$ cat config.mk
export PLATFORM = sky130hd
export DESIGN_NAME = cnt_compare_pwm
export DESIGN_NICKNAME = d
export VERILOG_FILES = /design/src/rtl/cnt_pkg.sv /design/src/rtl/cnt_wrap_detect.sv /design/src/rtl/cnt_compare_pwm.sv
export SDC_FILE = /design/constraint.sdc
export NUM_CORES = 1
export LEC_CHECK = 0
export CAP_MARGIN = 20
export CORE_UTILIZATION = 42
export CTS_CLUSTER_DIAMETER = 100
export DETAILED_ROUTE_END_ITERATION = 10
export PLACE_DENSITY = 0.71
export RECOVER_POWER = 100
export SETUP_SLACK_MARGIN = 0.15
export SYNTH_ARGS = -nofsm -noshare
export SYNTH_HDL_FRONTEND = slang
export SYNTH_HIERARCHICAL = 1
export SYNTH_SLANG_ARGS = --single-unit
$ cat constraint.sdc
create_clock -name clk -period 1.75 [get_ports clk]
set_clock_uncertainty 0.05 [all_clocks]
set_input_delay 0.175 -clock clk [delete_from_list [all_inputs] [get_ports clk]]
set_output_delay 0.175 -clock clk [all_outputs]
set_load 0.02 [all_outputs]
$ cat src/rtl/cnt_pkg.sv
// Shared counter definitions: count width, count type and the wrap value helper.
// Used by the synchronous counter and the compare/PWM stage.
package cnt_pkg;

    localparam int CNT_W = 4;

    typedef logic [CNT_W-1:0] cnt_t;

    // Largest count value representable in w bits (the value just before a wrap).
    function automatic int unsigned cnt_max(input int unsigned w);
        return (32'd1 << w) - 32'd1;
    endfunction

endpackage

$ cat src/rtl/cnt_wrap_detect.sv
// Tracks the previous count and flags a genuine MAX->0 wrap and any change of count.
// Jumps into 0 from other values (upstream reset) are deliberately not wraps.
module cnt_wrap_detect
    import cnt_pkg::*;
#(
    parameter int WIDTH = CNT_W
) (
    input  logic             clk,
    input  logic             rst,
    input  logic [WIDTH-1:0] cnt_i,
    output logic             wrap_o,
    output logic             changed_o
);

    localparam logic [WIDTH-1:0] CNT_MAX = WIDTH'(cnt_max(WIDTH));

    logic [WIDTH-1:0] prev_cnt_q;

    // NOTE: sequential state uses non-blocking assignments so every register
    // samples the pre-edge values, independent of statement order.
    always_ff @(posedge clk or negedge rst) begin
        if (!rst) begin
            prev_cnt_q <= '0;
        end else begin
            prev_cnt_q <= cnt_i;
        end
    end

    assign wrap_o    = (prev_cnt_q == CNT_MAX) && (cnt_i == '0);
    assign changed_o = (cnt_i != prev_cnt_q);

endmodule

$ cat src/rtl/cnt_compare_pwm.sv
// Compare/PWM stage: duty written through a valid/ready shadow register and
// committed only on counter wrap, so the PWM never glitches mid-period.
module cnt_compare_pwm
    import cnt_pkg::*;
#(
    parameter int               WIDTH   = CNT_W,
    parameter logic [WIDTH-1:0] CMP_RST = '0
) (
    input  logic             clk,
    input  logic             rst,
    input  logic [WIDTH-1:0] cnt_in,
    input  logic             cmp_wr,
    input  logic [WIDTH-1:0] cmp_data,
    output logic             cmp_ready,
    output logic             pwm_out,
    output logic             match_pulse,
    output logic             wrap_pulse
);

    logic [WIDTH-1:0] active_q, active_d;
    logic [WIDTH-1:0] shadow_q, shadow_d;
    logic             pending_q, pending_d;
    logic             pwm_q, pwm_d;
    logic             match_q, match_d;
    logic             wrap_q;

    logic             wrap;
    logic             changed;
    logic             accept;
    logic             commit;

    cnt_wrap_detect #(
        .WIDTH (WIDTH)
    ) u_wrap_detect (
        .clk       (clk),
        .rst       (rst),
        .cnt_i     (cnt_in),
        .wrap_o    (wrap),
        .changed_o (changed)
    );

    // Accept needs pending=0 and commit needs pending=1, so they never coincide:
    // a write landing on a wrap is held in shadow until the following wrap.
    assign accept = cmp_wr && !pending_q;
    assign commit = wrap && pending_q;

    // NOTE: every signal gets a default at the top of always_comb so no path
    // leaves it unassigned and no latch is inferred.
    always_comb begin
        active_d  = active_q;
        shadow_d  = shadow_q;
        pending_d = pending_q;

        if (accept) begin
            shadow_d  = cmp_data;
            pending_d = 1'b1;
        end else if (commit) begin
            active_d  = shadow_q;
            pending_d = 1'b0;
        end

        // Outputs compare against the post-commit value so the new duty applies from count 0.
        pwm_d   = (cnt_in < active_d);
        match_d = (cnt_in == active_d) && changed;
    end

    always_ff @(posedge clk or negedge rst) begin
        if (!rst) begin
            active_q  <= CMP_RST;
            shadow_q  <= CMP_RST;
            pending_q <= 1'b0;
            pwm_q     <= 1'b0;
            match_q   <= 1'b0;
            wrap_q    <= 1'b0;
        end else begin
            active_q  <= active_d;
            shadow_q  <= shadow_d;
            pending_q <= pending_d;
            pwm_q     <= pwm_d;
            match_q   <= match_d;
            wrap_q    <= wrap;
        end
    end

    assign cmp_ready   = ~pending_q;
    assign pwm_out     = pwm_q;
    assign match_pulse = match_q;
    assign wrap_pulse  = wrap_q;

endmodule

==> results of run 1 <==
==> final cells by class <==
type | instances | area (sq um)
clock buffer | 4 | 36.3
fill | 112 | 513
inverter | 6 | 25.0
multi-input combinational | 30 | 313
sequential | 16 | 400
tap | 16 | 20.0
timing repair buffer | 26 | 216
==> cell families after synthesis <==
family | Yosys count
compound gates | 4
xor+xnor | 4
fa+ha+maj | 4
buf+inv | 6
flops | 16
mux | 8
simple gates | 10
==> power by group <==
| part | switching, mW | internal (mW) | leakage, nW |
|---|---|---|---|
| logic | 0.0893 | 0.121 | 0.258 |
| clock network | 0.115 | 0.127 | 0.0210 |
| registers | 0.0370 | 0.438 | 0.199 |
==> layer usage <==
metal,vias to the layer above,wire length (microns)
met5,-,0
met4,0,32
met3,5,44
met2,14,726
met1,235,568
li1,235,-
==> synthesized netlist by cell type <==
cell type  number
nand2_1         3
nand4bb_1       1
inv_1           5
nand3_1         1
nor2b_2         1
nor2_1          1
nand2_2         1
inv_2           1
ha_1            4
mux2_2          5
nand4_1         1
dfrtp_1        16
mux2i_1         2
o21a_1          1
xnor2_1         4
a21oi_1         2
o21bai_1        1
nor4_2          1
mux2_4          1
==> critical path, cell delays in order (launching register included) <==
cell and delay, ps:
dfrtp_1 410, nand4bb_4 130, nor4_4 260, nand2_2 150, mux2_4 350, inv_4 60, ha_4 190, a21oi_2 120
o21a_1 120
==> final timing paths <==
check / start / to / slack, ps
max in group asynchronous: rst / pwm_out / 710
worst min register to register: active_q[0] / active_q[0] / 460
min in group asynchronous: rst / pending_q / 440
worst min-delay path: cnt_in[2] / u_wrap_detect/prev_cnt_q[2] / 280
worst max-delay path: u_wrap_detect/prev_cnt_q[2] / pwm_out / -150
worst max register to register: u_wrap_detect/prev_cnt_q[2] / pwm_out / -150
==> metrics by stage <==
step | setup WS, ps | hold WS [ps] | util, % | power, mW
6_report | -155 | 280 | 66.3 | 0.927
5_1_grt | -253 | 294 | 66.3 | 0.971
4_1_cts | -56.4 | 155 | 66.3 | 0.929
3_5_place_dp | -547 | 435 | 61.5 | 0.685
3_3_place_gp | -528 | 430 | 61.5 | 0.670
2_1_floorplan | -66.5 | -171 | - | 0.585
==> registers in the layout (all words and copies together) (netlist names) <==
signal,count
wrap_pulse,1
u_wrap_detect/prev_cnt_q,4
shadow_q,4
pwm_out,1
match_pulse,1
pending_q,1
active_q,4
==> what timing repair did <==
action / 4_1_cts / 5_1_grt
buffers inserted: 1 / 1
resized for setup: 6 / 2
setup endpoints to repair: 3 / 2
pin swaps: 4 / 2
==> impl_metrics.toml, run 1 <==
[timing]
fmax_ghz = 0.525
setup_viol = 2
timing.final.ws_setup_ps = -155
worstMarginPinSlew_ps = 824
min_period_ps = 1900
drv_slew = 0
hold_viol_final = 0
timing.slew.headroom_pct = 45.1
setup_tns_ps = -282
rsz0062_at_grt = "yes"
min_period_over_period_pct = 109

[hold_path]
worstHoldPathCells = 2
hold_path_class = "in2reg"

[floorplan]
die_w_microns = 42.5
die_h_microns = 42.5
initial_core_util_pct = 45.2
coreArea_sq_mm = 0.00152
io_pins = 15
rows = 14
die_area_sq_mm = 0.00181

[yosys]
synth-adder-area-share_pct = 7.26
ys_ff_latch = 16
synth_top_cell_by_area = "dfrtp_1"
synth_top_area_share_pct = 58.1
netlist_top_cells_area = "dfrtp_1, mux2_2, ha_1, xnor2_1, mux2i_1"
syn_area_per_cell_sq_um = 13.3
synthCells = 52
synth_xor_xnor_area_share_pct = 5.08
synth-compound-area-share_pct = 3.63
synthSimpleGateAreaFrac_pct = 9.44
muxShareOfSynthArea_pct = 13.2
synth.distinct_cells = 19
synth_nets = 67
synth_top_family_by_area = "multiplexers"
syn-cell-area_sq_um = 689
yosysWarnings = 6
ys_seq_area_share_pct = 58.1

[clocking]
cts_max_path_buffers = 2
cts_sinks = 16
root_buffer = "clkbuf_4"
clkTransAtPathRegs_ps = 90
numCtsBuffers = 3
htreeDepth = 1
cts_hold_buf = 0
cts_tree = "built"
clk_latency_ps = 280

[grt]
antenna_found_initial = 0
grt_usage_pct = 17.7
globalRouteMet1Util_pct = 19.9
grt_pass1_vias = 501
use_met2_pct = 31.7
grt_pass1_wl_mm = 2.25
grt-busiest-layer = "met2"
use_met3_pct = 3.02
grt_max_degree = 17
grt_remaining_overflow = 0

[status]
violations = "setup timing"
status = "finished with violations"

[layout]
drive_gt1_share_pct = 32.9
area_delta_synth_final_pct = 46.6
final_area_sq_mm = 0.00101
antenna_cells = 0
fin_cells = 98
final_cell_mix = "dfrtp_1, clkdlybuf4s50_1, buf_4, inv_1, mux2_2"
finish.net_count = 98
final_common_cell = "dfrtp_1"

[route]
vias = 489
viasPerCell = 4.99
antenna_left = 0
wl_mm = 1.37
wire_per_inst_microns = 14.0
route.detailed.drc = 0
drt_iter0_drc = 11
dr.pass1.iters = 5

[setup_path]
start_kind = "register"
rr_worst_depth = 8
critPathCaptureType = "register"
required_ps = 1930
path_max_fanout = 4
worstSetupPathType = "reg2reg"
crit_arrival_ps = 2090

[placement]
port-buffer-count = 14
post_dp_cell_area_sq_um = 937
dp_cells = 92
dpl.hpwl_microns = 951
gp_congestion = 0.666

[run]
cap_violations = 0

[pwr]
peakVddDrop_uv = 594
p_per_area_mw_per_mm2 = 917
p_leak_nw = 0.478
No activity file was read; power rests on OpenSTA's default activity.
==> inputs of run 2 (changes only) <==
==> constraint.sdc (replaced) <==
create_clock -name clk -period 1.7 [get_ports clk]
set_clock_uncertainty 0.05 [all_clocks]
set_input_delay 0.17 -clock clk [delete_from_list [all_inputs] [get_ports clk]]
set_output_delay 0.17 -clock clk [all_outputs]
set_load 0.02 [all_outputs]
==> run 2 against run 1 <==
Effect of this change:
- via count decreased by 4.3%
- critical path type unchanged
- the run still ends with setup timing left
- worst hold slack got worse by 63 ps
- sequential cell count is the same
- sequential share of layout area hardly changed
- register-to-register slack about the same
- power is 1.8% higher
- global-route usage down 0.43 points
- highest routed layer is now met3
- cell area up 0.12%
- combinational power increased by 2%
- die area did not move
==> impl_metrics.toml, run 2 (synthesis gave the netlist of run 1 again) <==
[setup_path]
path_max_fanout = 4
required_ps = 1820
start_kind = "register"
crit_arrival_ps = 1970
worstSetupPathType = "reg2reg"
critPathCaptureType = "register"

[route]
drt_iter0_drc = 3
viasPerCell = 4.78
vias = 468
route.detailed.drc = 0
dr.pass1.iters = 4
wl_mm = 1.26
wire_per_inst_microns = 12.9
antenna_left = 0

[timing]
setup_tns_ps = -197
min_period_over_period_pct = 108
timing.final.ws_setup_ps = -143
hold_ws_ps = 217
timing.slew.headroom_pct = 45.0
worstMarginPinSlew_ps = 825
fmax_ghz = 0.543
rsz0062_at_grt = "yes"
setup_viol = 2
min_period_ps = 1840
hold_viol_final = 0
drv_slew = 0

[hold_path]
hold_path_class = "in2reg"

[clocking]
numCtsBuffers = 3
cts_sinks = 16
root_buffer = "clkbuf_4"
cts_hold_buf = 0
clk_latency_ps = 280
cts_max_path_buffers = 2
clkTransAtPathRegs_ps = 80
cts_tree = "built"
htreeDepth = 1

[status]
violations = "setup timing"
status = "finished with violations"

[placement]
dpl.hpwl_microns = 915
dp_cells = 92
post-place-ws_ps = -624
port-buffer-count = 14
gp_congestion = 0.685

[layout]
finish.net_count = 98
antenna_cells = 0
final_common_cell = "dfrtp_1"
fillers = 111
top_regs = "active_q: 4 flops, shadow_q: 4 flops, u_wrap_detect/prev_cnt_q: 4 flops"
area_delta_synth_final_pct = 46.8
fin_cells = 98
final_cell_mix = "dfrtp_1, clkdlybuf4s50_1, buf_4, inv_1, mux2_2"
drive_gt1_share_pct = 34.1

[pwr]
p_leak_nw = 0.479
p_per_area_mw_per_mm2 = 932
peakVddDrop_uv = 665

[floorplan]
initial_core_util_pct = 45.2
die_area_sq_mm = 0.00181
die_h_microns = 42.5
die_w_microns = 42.5
coreArea_sq_mm = 0.00152
io_pins = 15
rows = 14

[run]
cap_violations = 0

[grt]
antenna_found_initial = 0
grt_remaining_overflow = 0
grt_pass1_vias = 485
grt_pass1_wl_mm = 2.21
grt_max_degree = 17
grt_usage_pct = 17.3
## run 2: area by class of cell
type                            count  area (sq um)  share of cell area (%)
Tap cell                           16          20.0                    1.98
Sequential cell                    16           400                    39.6
Timing Repair Buffer               26           220                    21.8
Multi-Input combinational cell     30           313                    30.9
Clock buffer                        4          36.3                    3.58
Inverter                            6          22.5                    2.22
## run 2: worst paths after layout
check / slack, ps / from / to / depth (start not counted)
worst max-delay path: -140 / u_wrap_detect/prev_cnt_q[2] / pwm_out / 8
worst min-delay path: 220 / cnt_in[2] / u_wrap_detect/prev_cnt_q[2] / 2
worst max register to register: -140 / u_wrap_detect/prev_cnt_q[2] / pwm_out / 8
worst min register to register: 450 / active_q[2] / active_q[2] / 2
max in group asynchronous: 650 / rst / u_wrap_detect/prev_cnt_q[2] / 2
min in group asynchronous: 440 / rst / active_q[1] / 2
## run 2: what timing repair did
| action | 4_1_cts | 5_1_grt |
|---|---|---|
| gates resized for setup | 5 | 2 |
| buffers inserted | 1 | 1 |
| setup endpoints to repair | 5 | 2 |
| pin swaps | 4 | 0 |
## run 2: report_power, final
group | switching (mW) | internal (mW) | total [mW]
registers | 0.0381 | 0.451 | 0.489
logic | 0.0873 | 0.127 | 0.215
clock network | 0.110 | 0.130 | 0.240
total | 0.235 | 0.709 | 0.944
## run 2: per-layer routing
metal | GRT usage (%) | wire length [microns] | vias up | share of wire [%]
met3 | 7.76 | 54 | 0 | 4.3
li1 | - | - | 236 | -
met1 | 22.8 | 563 | 220 | 45
met2 | 26.5 | 643 | 12 | 51
met5 | 0 | 0 | - | 0
met4 | 3.75 | 0 | 0 | 0
## run 2: critical path, cell delays in order, from the launching register on
cell,delay (ps)
dfrtp_1,400
nand4bb_4,130
nor4_4,200
nand2_2,160
mux2_2,320
ha_1,190
inv_1,80
a21oi_2,60
o21a_1,160
## run 2: through the flow
stage,cell area (sq um),power [mW],util [%]
final,1010,0.944,66.4
after global routing,1010,1.01,66.4
after CTS,1010,0.947,66.1
after detailed placement,937,0.700,61.5
after global placement,937,0.692,61.5
after floorplan,702,0.602,-
==> inputs of run 3 (changes only) <==
--- a/config.mk
+++ b/config.mk
@@ -5,7 +5,7 @@
 export SDC_FILE = /design/constraint.sdc
 export NUM_CORES = 1
 export LEC_CHECK = 0
-export CAP_MARGIN = 20
+export CAP_MARGIN = 0
 export CORE_UTILIZATION = 42
 export CTS_CLUSTER_DIAMETER = 100
 export DETAILED_ROUTE_END_ITERATION = 10
==> results of run 3 <==
The final DEF is identical to that of run 2; final timing and power are the same.
